===== config.mk =====
export PLATFORM = sky130hd
export DESIGN_NAME = seven_seg_scanner
export DESIGN_NICKNAME = d
export VERILOG_FILES = /design/src/rtl/seven_seg_pkg.sv /design/src/rtl/scan_prescaler.sv /design/src/rtl/seven_seg_scanner.sv
export SDC_FILE = /design/constraint.sdc
export NUM_CORES = 1
export LEC_CHECK = 0
export ABC_AREA = 1
export CAP_MARGIN = 5
export CORE_MARGIN = 2
export CORE_UTILIZATION = 60
export CTS_BUF_LIST = sky130_fd_sc_hd__clkbuf_8
export CTS_CLUSTER_SIZE = 10
export DETAILED_ROUTE_END_ITERATION = 7
export PLACE_DENSITY = 0.83
export SLEW_MARGIN = 0
export SYNTH_ARGS = -nofsm -noshare
export SYNTH_HDL_FRONTEND = slang
export SYNTH_SLANG_ARGS = --single-unit

===== constraint.sdc =====
create_clock -name clk -period 2.4 [get_ports clk]
set_input_delay 0.24 -clock clk [delete_from_list [all_inputs] [get_ports clk]]
set_output_delay 0.24 -clock clk [all_outputs]
set_load 0.01 [all_outputs]

===== src/rtl/seven_seg_pkg.sv =====
// Shared constants, digit-code type and code sanitiser for the seven-segment display blocks.
package seven_seg_pkg;

  localparam int N_DIGITS = 4;
  localparam int DIGIT_W  = 2;
  localparam int NUM_W    = 4;

  typedef logic [NUM_W-1:0] digit_code_t;

  localparam digit_code_t NUM_BLANK = 4'hA;
  localparam digit_code_t NUM_DASH  = 4'hF;

  // Codes the decoder has no glyph for (B..E) are shown as blank.
  function automatic digit_code_t sanitise_code(input digit_code_t code);
    if ((code >= 4'hB) && (code <= 4'hE)) return NUM_BLANK;
    return code;
  endfunction

endpackage


===== src/rtl/scan_prescaler.sv =====
// Free-running 0..DIV-1 counter with a tick on the last count; shared by display scanners.
module scan_prescaler #(
  parameter int DIV   = 100000,
  parameter int CNT_W = $clog2(DIV)
) (
  input  logic             clk,
  input  logic             rst_n,
  output logic [CNT_W-1:0] count,
  output logic             tick
);

  localparam logic [CNT_W-1:0] LAST = CNT_W'(DIV - 1);

  assign tick = (count == LAST);

  always_ff @(posedge clk or negedge rst_n) begin
    if (!rst_n) count <= '0;
    else if (tick) count <= '0;
    else count <= count + CNT_W'(1);
  end

endmodule


===== src/rtl/seven_seg_scanner.sv =====
// Four-digit scanner feeding one shared seven-segment decoder, with tear-free double buffering.
// Optional leading-zero suppression: define SEVEN_SEG_LZ_BLANK_EN.
module seven_seg_scanner
  import seven_seg_pkg::*;
#(
  parameter int DIV          = 100000,
  parameter int BLANK_CYCLES = 1000
) (
  input  logic                clk,
  input  logic                rst_n,
  input  logic [15:0]         value_in,
  input  logic                load,
  input  logic [N_DIGITS-1:0] digit_en,
  output logic [NUM_W-1:0]    num,
  output logic [DIGIT_W-1:0]  digit,
  output logic                en,
  output logic                frame_done
);

  localparam int CNT_W = $clog2(DIV);
  localparam logic [CNT_W-1:0] BLANK_C = CNT_W'(BLANK_CYCLES);

  logic [CNT_W-1:0]   pre_cnt;
  logic               tick;
  logic [DIGIT_W-1:0] slot;
  logic [15:0]        active;
  logic [15:0]        pending;
  logic               pend_vld;

  logic [DIGIT_W-1:0] slot_nxt;
  logic [CNT_W-1:0]   pre_nxt;
  logic [15:0]        act_nxt;
  logic               wrap;

  scan_prescaler #(.DIV(DIV), .CNT_W(CNT_W)) u_prescaler (
    .clk   (clk),
    .rst_n (rst_n),
    .count (pre_cnt),
    .tick  (tick)
  );

  // Code shown for one digit of a value, after sanitising and optional zero suppression.
  function automatic digit_code_t pick_code(input logic [15:0] val, input logic [DIGIT_W-1:0] idx);
    digit_code_t c [N_DIGITS];
`ifdef SEVEN_SEG_LZ_BLANK_EN
    logic zero_above;
    logic lead;
`endif
    for (int i = 0; i < N_DIGITS; i++) c[i] = sanitise_code(val[4*i +: 4]);
`ifdef SEVEN_SEG_LZ_BLANK_EN
    zero_above = 1'b1;
    for (int i = N_DIGITS - 1; i >= 1; i--) begin
      lead       = zero_above && (c[i] == 4'h0);
      zero_above = zero_above && ((c[i] == 4'h0) || (c[i] == NUM_BLANK));
      if (lead) c[i] = NUM_BLANK;
    end
`endif
    return c[idx];
  endfunction

  // Post-edge view of slot, prescaler and active value so outputs line up with the edge.
  always_comb begin
    slot_nxt = tick ? slot + DIGIT_W'(1) : slot;
    pre_nxt  = tick ? '0 : pre_cnt + CNT_W'(1);
    wrap     = tick && (slot == DIGIT_W'(N_DIGITS - 1));
    act_nxt  = active;
    if (wrap) begin
      if (load) act_nxt = value_in;
      else if (pend_vld) act_nxt = pending;
    end
  end

  always_ff @(posedge clk or negedge rst_n) begin
    if (!rst_n) begin
      slot       <= '0;
      active     <= {N_DIGITS{NUM_BLANK}};
      pending    <= {N_DIGITS{NUM_BLANK}};
      pend_vld   <= 1'b0;
      num        <= NUM_BLANK;
      en         <= 1'b0;
      frame_done <= 1'b0;
    end else begin
      slot       <= slot_nxt;
      active     <= act_nxt;
      frame_done <= wrap;
      num        <= pick_code(act_nxt, slot_nxt);
      en         <= digit_en[slot_nxt] && (pre_nxt >= BLANK_C);
      if (wrap) begin
        pend_vld <= 1'b0;
      end else if (load) begin
        pending  <= value_in;
        pend_vld <= 1'b1;
      end
    end
  end

  assign digit = slot;

endmodule


==> results of run 1 <==
## through the flow
stage                     hold WS [ns]  setup WS, ns  cell area [µm²]  util [%]
final                            0.432         0.255             4070      73.9
after global routing             0.483       0.00260             4070      73.9
after CTS                        0.442         0.182             4050      73.6
after detailed placement         0.311         0.127             3840      69.7
after global placement           0.301         0.234             3840      69.7
after floorplan                -0.0556         0.492             3430         -
## how the worst max path moves through the flow
stage | start | endpoint | slack, ns
floorplan | u_prescaler.count[0] | pending[10] | 0.49
global placement | load | num[0] | 0.23
detailed placement | load | num[2] | 0.13
CTS | u_prescaler.count[0] | num[0] | 0.18
global route | u_prescaler.count[0] | num[0] | 0.003
finish | u_prescaler.count[0] | num[0] | 0.26
## cells in the mapped netlist (2+ instances only)
library cell	n
a21oi_1	7
buf_2	2
buf_4	3
clkbuf_1	4
dfrtp_1	40
dfstp_2	18
ha_1	2
inv_1	53
inv_2	4
mux2_2	7
nand2_1	161
nand2_2	7
nand3_1	34
nand3_2	5
nand3_4	2
nand3b_1	2
nand4_1	14
nor2_1	45
nor2_2	2
nor2_8	2
nor3_1	5
o21ai_0	20
xor2_1	6
## flip-flops by register name (all words and copies together) (netlist names)
signal             count
active                16
digit                  2
u_prescaler.count     17
num                    4
en                     1
pend_vld               1
pending               16
frame_done             1
## worst max-delay path, delay by kind of cell (launching register included)
kind	cells	cell delay [ns]
buffers and inverters	1	0.13
flip-flops	1	0.40
XOR/XNOR	1	0.22
AND/OR/NAND/NOR	9	0.91
AO/OA/AOI/OAI	1	0.17
adder cells (fa/ha/maj)	1	0.23
## kinds of logic (layout without fill, tap and decap cells)
| group | Yosys count | count (layout) | share of synthesized area [%] |
|---|---|---|---|
| flops | 58 | 58 | 43.0 |
| fa+ha+maj | 2 | 2 | 0.730 |
| compound gates | 30 | 30 | 4.82 |
| mux | 7 | 7 | 2.30 |
| simple gates | 285 | 286 | 38.7 |
| buf+inv | 68 | 114 | 8.10 |
| xor+xnor | 7 | 7 | 2.34 |
## layer usage
| layer | up-vias | part of all wire (%) | track usage, % |
|---|---|---|---|
| met5 | - | 0 | 0 |
| met4 | 0 | 1.8 | 11.6 |
| met3 | 18 | 7.4 | 6.79 |
| met2 | 128 | 47 | 45.6 |
| met1 | 1496 | 44 | 39.9 |
| li1 | 1534 | - | - |
## power groups by stage
stage	logic, mW	registers, mW	clock network [mW]
finish	0.148	1.03	0.953
global route	0.167	1.03	1.00
CTS	0.150	1.03	0.950
detailed placement	0.148	1.04	0
global placement	0.142	1.04	0
floorplan	0.0672	1.04	0
## final cells by class
type | count | area, µm²
inverter | 58 | 219
multi-input combinational | 332 | 1690
fill | 412 | 1440
sequential | 58 | 1470
timing repair buffer | 40 | 385
tap | 72 | 90.1
clock inverter | 4 | 42.5
clock buffer | 12 | 165
## layout by cell type, fill, tap and decap left out, types with 2 or more instances in the layout
cell type,synthesis,final
clkinv_2,1,2
nor2_8,2,2
dfstp_2,18,18
nand2_2,7,7
nand3_4,2,2
nor2_2,2,3
nand4_1,14,14
buf_4,3,8
nand2_1,161,161
inv_2,4,4
clkdlybuf4s50_1,0,29
dfrtp_1,40,40
nor2_1,45,45
clkbuf_8,0,12
o21ai_0,20,20
nand3b_1,2,2
nand3_2,5,6
nor3_1,5,5
mux2_2,7,7
nand3_1,34,33
xor2_1,6,6
inv_1,53,55
a21oi_1,7,7
## what timing repair did
item / CTS / global route
hold endpoints to repair: 26 / 0
endpoints found under the setup margin: 0 / 2
gates resized for setup: 0 / 2
hold buffers: 1 / 0
==> results by group, run 1 <==
Yosys
  – Unique cell type count in the Yosys netlist: 35
  – Mapped cell area: 0.00343 mm²
  – Sequential area share after synthesis: 43.0%
  – Syn_nets: 482
  – Synth Flop Type: dfrtp_1
  – Avg Inst Size Synth: 7.50 µm²
  – Largest cells by area after synthesis: dfrtp_1, nand2_1, dfstp_2
  – Ys async rst share: 100%
  – Synth warnings: 0
  – EDFF count, synth: 0
  – Yosys top cell area share: 29.2%
  – Yosys top cell by area: dfrtp_1
  – Synthesized netlist cell count: 457
  – Synth Register Bits: 58

Power
  – Internal: 1.64 mW
  – Leak: 2.11 nW
  – P_sw: 489 µW
  – Flop pwr share: 48.3%
  – Clock power frac: 44.8%
  – Pwr Density: 523 mW/mm²
  – Switching part of the total: 23.0%
  – Peak supply drop: 0.407 mV
  – Power share of the combinational group: 7.0%
  – Total power: 2.13 mW

Setup path
  – CP Max Fanout: 10
  – Setup Crit Path Kind: reg2reg
  – Register-to-register setup slack: 0.26 ns
  – Most used cell, CP: nand2_1
  – Max incr delay on CP: 0.40 ns
  – Crit-path slowest cell: dfrtp_1
  – Worst R2R Start: u_prescaler.count[0]
  – Critical Path AT: 2.43 ns
  – Cell Chain, Critical Path: ha_2, nand2_2, nor2_8, nand3_4, nor2_8, nand2_8, xnor2_4, inv_2, a21oi_1, nand2_1, nand2_1, nand2_1, nand2_1
  – Critical path startpoint category: flip-flop
  – CP required: 2.68 ns
  – RR Endpoint: num[0]
  – Crit. End Element: flip-flop
  – R2R depth: 13

Floorplan
  – Row count: 27
  – Chip height: 79.6 µm
  – Core area: 0.00551 mm²
  – I/O pins: 31
  – Die W: 79.6 µm
  – Initial Util: 62.3%
  – Die area: 0.00634 mm²

Finish
  – Area Overhead vs Synth: 18.6%
  – Fin cells: 576
  – Net count, final: 524
  – N_diodes: 0
  – Fraction of layout cells with a size suffix above 1: 16.3%

Min path
  – Hold_sp: value_in[3]
  – Hold Path Depth: 3
  – Hold Path Sink: pending[3]
  – Hold Path Class: in2reg

Clocking
  – Clock-pin slew on the worst setup and hold paths: 0.07 ns
  – Clock Root Buffer: clkbuf_8
  – Post-CTS setup buffer count: 0
  – Max Root-Sink Buffers: 2
  – TritonCTS Buffers: 9
  – Sink Count: 58
  – TritonCTS clock tree: yes
  – Skew-Pair Late Insertion Delay: 0.35 ns
  – Clock H-tree levels: 3

Detailed routing
  – Via count: 3176
  – Via/cell ratio: 5.51
  – Routed WL per cell: 14.8 µm
  – Final ANT Viol Nets: 0
  – # DRC: 0
  – 1st-iter DRT viols: 321
  – Routed WL: 8.50 mm
  – Initial DRT Pass Iterations: 5

Global routing
  – Vias in the first global route: 2977
  – Largest net degree at the start of global routing: 33
  – Initial antenna violation count: 0
  – Total Routing Usage GR: 29.4%
  – First-pass GRT wire length: 14.0 mm
  – Grt total ovfl: 0

Timing
  – Minimum clock period: 2.14 ns
  – Unrepaired setup endpoints after global routing: false
  – Slew @ Worst Pin: 0.669 ns
  – Final setup vio count: 0
  – Max-slew violations: 0
  – Fin crit share: 89.4%
  – TNS Setup: 0 ns
  – Peak Freq: 466 MHz
  – Final Hold Viols: 0
  – Slew margin rel.: 55.4%
  – Clock skew: 0.00688 ns

Placement
  – GP Congestion: 0.924
  – Number of buffers added on ports: 30
  – HPWL Detailed: 6.21 mm
  – Placed cell count: 558

Status
  – Outcome: completed

Run
  – Max Cap Viol: 0
No activity file was read; power rests on OpenSTA's default activity.
==> run 2, diff against run 1 <==
==> constraint.sdc (replaced) <==
create_clock -name clk -period 2.29 [get_ports clk]
set_input_delay 0.229 -clock clk [delete_from_list [all_inputs] [get_ports clk]]
set_output_delay 0.229 -clock clk [all_outputs]
set_load 0.01 [all_outputs]
==> run 2 against run 1 <==
Net effect:
- wire length grew 0.61%
- critical path depth grew 2
- clock power grew 8%
- combinational power grew 5%
- die area is the same
- core utilization grew 1.2 points
- non-clock buffer count grew 6
- sequential power grew 5%
- via count grew 0.50%
- highest routed layer unchanged
==> results by group, run 2 (same netlist as run 1, synthesis figures left out) <==
Status
  – Outcome: completed

Global routing
  – Initial antenna violation count: 0
  – First-pass GRT wire length: 14.1 mm
  – Largest net degree at the start of global routing: 59
  – Total Routing Usage GR: 29.0%
  – Vias in the first global route: 2997
  – Grt total ovfl: 0

Finish
  – Most frequent cells in the layout: nand2_1, inv_1, nor2_1, dfrtp_1, nand3_1
  – Design area: 0.00413 mm²
  – Most common cell after layout, fill and taps aside: nand2_1
  – Fraction of layout cells with a size suffix above 1: 17.8%
  – Max reg flops: 17
  – Largest registers: u_prescaler.count (17), active (16), pending (16)
  – Largest Register: u_prescaler.count
  – Net count, final: 530
  – Fin cells: 582
  – Area Overhead vs Synth: 20.5%
  – N_diodes: 0

Placement
  – Number of buffers added on ports: 30
  – HPWL Detailed: 5.93 mm
  – GP Congestion: 0.924
  – Placed cell count: 560
  – Total placed instance area: 0.00385 mm²

Timing
  – Final setup vio count: 0
  – Max-slew violations: 0
  – Peak Freq: 463 MHz
  – Clock skew: 0.00806 ns
  – Slew @ Worst Pin: 0.520 ns
  – Minimum clock period: 2.16 ns
  – Hold slack: 0.420 ns
  – Final Hold Viols: 0
  – Fin crit share: 94.2%
  – Slew margin rel.: 65.2%

Setup path
  – Cell Chain, Critical Path: ha_4, nand2_2, nor2_8, nand3_4, nor2_8, buf_4, nand4_1, nand2_2, nand2_1, nand2_1, nand3_2, nand2_1, nand2_1, nand2_1, nand2_1
  – Most used cell, CP: nand2_1
  – CP Launch Point: u_prescaler.count[0]
  – Crit. End Element: flip-flop
  – Register-to-register setup slack: 0.13 ns
  – R2R depth: 15
  – Critical path startpoint category: flip-flop
  – RR Endpoint: num[2]
  – CP Max Fanout: 6
  – Crit-path slowest cell: dfrtp_1
  – Setup Crit Path Kind: reg2reg
  – Worst R2R Start: u_prescaler.count[0]
  – CP required: 2.52 ns
  – Max incr delay on CP: 0.40 ns
  – Critical Path AT: 2.39 ns

Clocking
  – TritonCTS clock tree: yes
  – Sink Count: 58
  – Clock Root Buffer: clkbuf_8
  – Clock-pin slew on the worst setup and hold paths: 0.07 ns
  – TritonCTS Buffers: 9
  – Clock H-tree levels: 3
  – Max Root-Sink Buffers: 2
  – Skew-Pair Late Insertion Delay: 0.34 ns

Power
  – Peak supply drop: 0.399 mV
  – Leak: 2.14 nW
  – Total power: 2.26 mW
  – Pwr Density: 548 mW/mm²

Run
  – Max Cap Viol: 0

Floorplan
  – I/O pins: 31
  – Die area: 0.00634 mm²
  – Initial Util: 62.3%
  – Core area: 0.00551 mm²
  – Row count: 27
  – Chip height: 79.6 µm
  – Die W: 79.6 µm

Detailed routing
  – Met3 WL post-DR: 552 µm
  – Initial DRT Pass Iterations: 7
  – Final ANT Viol Nets: 0
  – Met2 WL: 4.08 mm
  – Via/cell ratio: 5.48
  – DRT met1 WL: 3.76 mm
  – 1st-iter DRT viols: 379
  – Routed WL per cell: 14.7 µm
  – Top Layer Used: met4
  – Routed WL: 8.55 mm
  – Via count: 3192
  – # DRC: 0

Min path
  – Hold Path Class: in2async
run 2: metal layers:
metal,vias up,global-route usage [%]
li1,1541,-
met1,1483,41.1
met2,148,45.3
met3,20,4.41
met4,0,10.5
met5,-,0
run 2: worst max-delay path by stage:
stage                   to
2_1_floorplan  pending[10]
3_3_place_gp        num[0]
6_report            num[2]
3_5_place_dp        num[2]
5_1_grt             num[2]
4_1_cts             num[2]
run 2: area by class of cell:
cell class / count / area (µm²)
inverters: 58 / 219
multi-input cells: 332 / 1710
flip-flops and latches: 58 / 1470
clock inverters: 7 / 86.3
repair buffers: 46 / 430
well taps: 72 / 90.1
clock buffers: 9 / 124
fillers: 399 / 1370
run 2: timing repair:
item | in CTS | in global routing
hold endpoints to repair | 40 | 0
endpoints found under the setup margin | 0 | 3
setup buffers | 0 | 4
hold buffers | 1 | 0
resized for setup | 0 | 6
run 2: per-stage QoR:
step | setup slack, ns | TNS [ns] | util [%]
4_1_cts | 0.0882 | 0 | 73.9
3_3_place_gp | 0.178 | 0 | 69.9
5_1_grt | -0.00643 | -0.00643 | 75.1
6_report | 0.132 | 0 | 75.1
2_1_floorplan | 0.382 | 0 | -
3_5_place_dp | 0.0559 | 0 | 69.9
run 2: critical path, delay by kind of cell (launching register included):
kind                     cells  cell delay (ns)
AND/OR/NAND/NOR             13             1.31
flip-flops                   1             0.40
buffers and inverters        1             0.16
adder cells (fa/ha/maj)      1             0.16
run 2: report_power, final:
| part | internal [mW] | switching [mW] | total [mW] |
|---|---|---|---|
| Combinational | 0.0763 | 0.0794 | 0.156 |
| Sequential | 1.06 | 0.0145 | 1.08 |
| Clock | 0.603 | 0.429 | 1.03 |
